`src/rtl/wb_port_arbiter.sv`:
```
// wb_port_arbiter: shares the register-file write port between pipeline writeback and a queued MDU result stream.
// Optional WB_MDU_BYPASS_EN: an MDU result arriving while idle with no pipeline write goes straight to the register file.
module wb_port_arbiter #(
  parameter int DEPTH    = 2,
  parameter int MAX_WAIT = 4
) (
  input  logic                     clk,
  input  logic                     rst_n,
  input  logic                     pipe_wb_en,
  input  logic [4:0]               pipe_wb_rd,
  input  logic [31:0]              pipe_wb_data,
  input  logic                     mdu_valid,
  input  logic [4:0]               mdu_rd,
  input  logic [31:0]              mdu_data,
  output logic                     mdu_ready,
  output logic                     rf_we,
  output logic [4:0]               rf_waddr,
  output logic [31:0]              rf_wdata,
  output logic                     pipe_stall,
  output logic [31:0]              pend_mask,
  output logic [$clog2(DEPTH):0]   pend_count
);
  localparam int AW = $clog2(DEPTH);
  localparam int CW = AW + 1;
  localparam int WW = MAX_WAIT > 1 ? $clog2(MAX_WAIT) : 1;
  typedef enum logic [1:0] {IDLE, PEND, FORCE} state_t;
  state_t state, state_nxt;
  logic [4:0]       rd_q   [DEPTH];
  logic [31:0]      data_q [DEPTH];
  logic [DEPTH-1:0] vld;
  logic [AW-1:0]    wptr, rptr;
  logic [CW-1:0]    count, count_nxt;
  logic [WW-1:0]    wait_cnt, wait_nxt;
  logic             pipe_req, byp, enq, deq, force_go;
  assign pipe_req  = pipe_wb_en & (pipe_wb_rd != 5'd0);
  assign mdu_ready = count != CW'(DEPTH);
`ifdef WB_MDU_BYPASS_EN
  assign byp = (state == IDLE) & ~pipe_req & mdu_valid & (mdu_rd != 5'd0);
`else
  assign byp = 1'b0;
`endif
  assign enq       = mdu_valid & mdu_ready & (mdu_rd != 5'd0) & ~byp;
  assign deq       = (state == FORCE) | ((state == PEND) & ~pipe_req);
  assign force_go  = (state == PEND) & pipe_req & (wait_cnt == WW'(MAX_WAIT - 1));
  assign count_nxt = count + CW'(enq) - CW'(deq);
  // wait_cnt tracks consecutive losses of the current head only
  assign wait_nxt  = ((state == PEND) & pipe_req & ~force_go) ? wait_cnt + 1'b1 : '0;
  assign pend_count = count;
  always_ff @(posedge clk or negedge rst_n) begin
    if (!rst_n) begin
      state    <= IDLE;
      wait_cnt <= '0;
    end else begin
      state    <= state_nxt;
      wait_cnt <= wait_nxt;
    end
  end
  always_comb begin
    state_nxt = force_go ? FORCE : (count_nxt != '0) ? PEND : IDLE;
  end
  // rf_we is gated by rst_n so no write escapes while reset is held
  always_comb begin
    pipe_stall = state == FORCE;
    rf_we      = rst_n & (pipe_req | deq | byp);
    rf_waddr   = deq ? rd_q[rptr]   : byp ? mdu_rd   : pipe_wb_rd;
    rf_wdata   = deq ? data_q[rptr] : byp ? mdu_data : pipe_wb_data;
  end
  always_ff @(posedge clk or negedge rst_n) begin
    if (!rst_n) begin
      wptr  <= '0;
      rptr  <= '0;
      count <= '0;
      vld   <= '0;
    end else begin
      if (enq) begin
        vld[wptr] <= 1'b1;
        wptr      <= wptr + 1'b1;
      end
      if (deq) begin
        vld[rptr] <= 1'b0;
        rptr      <= rptr + 1'b1;
      end
      count <= count_nxt;
    end
  end
  always_ff @(posedge clk) begin
    if (enq) begin
      rd_q[wptr]   <= mdu_rd;
      data_q[wptr] <= mdu_data;
    end
  end
  always_comb begin
    pend_mask = '0;
    for (int i = 0; i < DEPTH; i++)
      if (vld[i]) pend_mask[rd_q[i]] = 1'b1;
  end
endmodule

```
`config.mk`:
```
export PLATFORM = sky130hd
export DESIGN_NAME = wb_port_arbiter
export DESIGN_NICKNAME = d
export VERILOG_FILES = /design/src/rtl/wb_port_arbiter.sv
export SDC_FILE = /design/constraint.sdc
export NUM_CORES = 1
export LEC_CHECK = 0
export CAP_MARGIN = 20
export CORE_MARGIN = 2
export CORE_UTILIZATION = 41
export CTS_BUF_LIST = sky130_fd_sc_hd__clkbuf_4
export CTS_CLUSTER_SIZE = 10
export DETAILED_ROUTE_END_ITERATION = 10
export MAX_ROUTING_LAYER = met4
export PLACE_DENSITY = 0.78
export SETUP_SLACK_MARGIN = 0.3
export SYNTH_ARGS = -nofsm -noshare
export SYNTH_HDL_FRONTEND = slang
export SYNTH_SLANG_ARGS = --single-unit
```
`constraint.sdc`:
```
create_clock -name clk -period 2.55 [get_ports clk]
set_clock_uncertainty 0.2 [all_clocks]
set_input_delay 0.6375 -clock clk [delete_from_list [all_inputs] [get_ports clk]]
set_output_delay 0.6375 -clock clk [all_outputs]
set_load 0.02 [all_outputs]
```
==> impl_metrics.env, run 1 <==
export IMPL_outcome="complete, but fails checks"
export IMPL_violations="setup timing"
export IMPL_insertion_delay_ns=0.40
export IMPL_leakage_nw=2.90
export IMPL_r2r_start="state[1]"
export IMPL_synth_most_common_cell="edfxtp_1"
export IMPL_start_util=0.417
export IMPL_hold_violations=0
export IMPL_fin_crit_sh=1.27
export IMPL_multi_input_area_mm2=0.00207
export IMPL_regArea_mm2=0.00247
export IMPL_pwr_share_seq=0.305
export IMPL_rsz0062_at_grt="yes"
export IMPL_layout_drive_gt1_share=0.628
export IMPL_num_nets_final=588
export IMPL_peakVddDrop_mv=0.498
export IMPL_clockBufferDepth=2
export IMPL_drv_cap=0
export IMPL_via_per_inst=5.31
export IMPL_drt_wirelength_per_cell_um=20.5
export IMPL_ys_seq_elements=84
export IMPL_grtUsageTotal=0.241
export IMPL_grt_busiest_layer="met2"
export IMPL_num_rows=36
export IMPL_r2r_cells=12
export IMPL_io_buffers=151
export IMPL_slew_viol_final=0
export IMPL_p_total_w=0.00666
export IMPL_cp_startpoint="state[1]"
export IMPL_rr_endpoint="state[0]"
export IMPL_max_freq_ghz=0.310
export IMPL_postCtsHoldBufs=0
export IMPL_yosysSeqAreaShare=0.615
export IMPL_cts_made_buffers=9
export IMPL_switchingPower_w=0.00232
export IMPL_die_y_um=103
export IMPL_switching_share=0.348
export IMPL_antenna_left=0
export IMPL_areaGrowthSynthToFinish_pct=86.6
export IMPL_ys_top_cells_by_count="edfxtp_1, mux2_2, o22ai_1, nand3b_1, dfrtp_1"
export IMPL_comb_power_share=0.586
export IMPL_netlist_instances=263
export IMPL_setup_violations=65
export IMPL_h_tree_depth=3
export IMPL_synth_top_area_frac=0.552
export IMPL_endpoint="rf_wdata[8]"
export IMPL_drt_initial_drc_count=163
export IMPL_start_kind="register"
export IMPL_ys_top_cells_by_area="edfxtp_1, mux2_2, dfrtp_1"
export IMPL_path_clk_slew_ns=0.12
export IMPL_worst_slack_ns=-0.679
export IMPL_hpwl_um=7360
export IMPL_power_density_mw_per_mm2=887
export IMPL_synthFlopType="edfxtp_1"
export IMPL_grt_pass1_vias=3638
export IMPL_clkPwrFrac=0.109
export IMPL_place_gp_congestion=0.920
export IMPL_slew_limit_headroom=0.757
export IMPL_yosysTopAreaCell="edfxtp_1"
export IMPL_critPathArrivalTime_ns=2.39
export IMPL_n_fill_cell=559
export IMPL_synth_area_mm2=0.00402
export IMPL_grt_pass1_wl_um=18700
export IMPL_cp_end_kind="output pin"
export IMPL_overflow=0
export IMPL_synth_edf_count=74
export IMPL_cts_tree="yes"
export IMPL_yosysWarningCount=0
export IMPL_wirelength_um=13200
export IMPL_cts_sinks=84
export IMPL_core_area_mm2=0.00964
export IMPL_antenna_cells=0
export IMPL_worst_r2r_setup_slack_ns=-0.18
export IMPL_hold_class="register to register"
export IMPL_critPathKind="register to output pin"
export IMPL_fin_crit_ns=3.23
export IMPL_gr_usage_met2=0.424
export IMPL_ys_async_sr_fraction=0.119
export IMPL_num_vias=3417
export IMPL_cp_max_fo=8
export IMPL_dieArea_mm2=0.0106
export IMPL_use_met3=0.0366
export IMPL_cts_root_buf="clkbuf_4"
export IMPL_die_width_um=103
export IMPL_worst_pin_slew_ns=0.363
export IMPL_ios=152
export IMPL_grt_antenna_before_repair=0
export IMPL_grtUsageMet1=0.279
export IMPL_whs_ns=0.280
export IMPL_dr_pass1_iters=4
export IMPL_intPower_w=0.00434
export IMPL_yosysUniqueCellTypes=31
export IMPL_required_ns=1.71
export IMPL_drc=0
export IMPL_grt_start_max_net_pins=33
export IMPL_synth_avg_cell_area_um2=15.3
export IMPL_synth_nets=344
## state kept, by name, indices dropped and copies added (netlist names)
signal      count
state           2
pend_count      2
rptr            1
data_q         64
wptr            1
wait_cnt        2
vld             2
rd_q           10
## power groups by stage
stage	clock, W	combinational (W)	sequential, W
2_1_floorplan	0	0.00153	0.00202
3_3_place_gp	0	0.00270	0.00202
3_5_place_dp	0	0.00276	0.00204
4_1_cts	0.000739	0.00357	0.00201
5_1_grt	0.000793	0.00408	0.00206
6_report	0.000726	0.00390	0.00203
## worst min path at each step
stage,start,endpoint,depth (start not counted),slack [ns]
finish,wait_cnt[0],wait_cnt[0],1,0.28
global route,wait_cnt[0],wait_cnt[0],1,0.30
CTS,wait_cnt[0],wait_cnt[0],1,0.29
detailed placement,wait_cnt[0],wait_cnt[0],1,0.27
global placement,wait_cnt[0],wait_cnt[0],1,0.23
floorplan,rst_n,pend_count[0],0,0.14
## cell type report
type	count	share of cell area
clock buffers	10	0.0100
clock inverters	5	0.00717
inverters	7	0.00383
multi-input cells	159	0.276
flip-flops and latches	84	0.329
well taps	133	0.0222
repair buffers	246	0.351
## worst max-delay path, cell delays in order, from the launching register on
cell	delay, ns
dfrtp_1	0.42
or4b_4	0.50
o221ai_4	0.19
buf_12	0.16
buf_12	0.12
buf_16	0.14
mux2_4	0.31
buf_6	0.13
## routing by layer
layer	part of all wire	routed length (um)
met5	0	0
met4	0.028	368
met3	0.049	652
met2	0.54	7110
met1	0.39	5100
## cell families (layout without fill, tap and decap cells)
| family | count (synthesis) | count (layout) | share of synthesized area |
|---|---|---|---|
| multiplexers | 74 | 74 | 0.207 |
| adder cells (fa/ha/maj) | 3 | 3 | 0.00933 |
| AND/OR/NAND/NOR | 37 | 37 | 0.0607 |
| buffers and inverters | 20 | 268 | 0.0264 |
| flip-flops | 84 | 84 | 0.615 |
| AO/OA/AOI/OAI | 41 | 41 | 0.0731 |
| XOR/XNOR | 4 | 4 | 0.00871 |
## layout by cell type, fill, tap and decap left out, types with 2 or more instances in the layout
| cell | instances |
|---|---|
| buf_6 | 111 |
| edfxtp_1 | 74 |
| clkdlybuf4s50_1 | 69 |
| buf_4 | 43 |
| mux2_2 | 38 |
| mux2_4 | 36 |
| o22ai_2 | 15 |
| o22ai_4 | 13 |
| nand3b_1 | 11 |
| clkbuf_4 | 10 |
| dfrtp_1 | 9 |
| buf_12 | 9 |
| dlygate4sd2_1 | 5 |
| inv_1 | 4 |
| nand3_4 | 4 |
| or3b_4 | 4 |
| o22ai_1 | 4 |
| buf_16 | 4 |
| or3_4 | 3 |
| nand2b_4 | 2 |
| inv_2 | 2 |
| nor2_1 | 2 |
| nand2_4 | 2 |
| xnor2_1 | 2 |
| ha_4 | 2 |
| clkinvlp_4 | 2 |
| clkbuf_2 | 2 |
## timing repair
| action | CTS | global route |
|---|---|---|
| buffers inserted | 38 | 8 |
| pin swaps | 26 | 27 |
| setup endpoints to repair | 151 | 76 |
| resized for setup | 545 | 59 |
| cloned | 4 | 0 |
## metrics by stage
step	util	setup TNS (ns)	area (um2)	instances	setup slack, ns
2_1_floorplan	-	-8.83	4110	263	-0.239
5_1_grt	0.779	-30.78	7510	644	-0.740
6_report	0.779	-26.70	7510	644	-0.679
3_5_place_dp	0.635	-70.24	6120	579	-1.28
3_3_place_gp	0.635	-67.21	6120	579	-1.24
4_1_cts	0.745	-29.17	7180	636	-0.792
(Power assumes the default switching activity.)
==> run 2, diff against run 1 <==
- SLEW_MARGIN: default -> 0
==> results of run 2 <==
No change in the layout: final DEF, timing and power equal those of run 1.
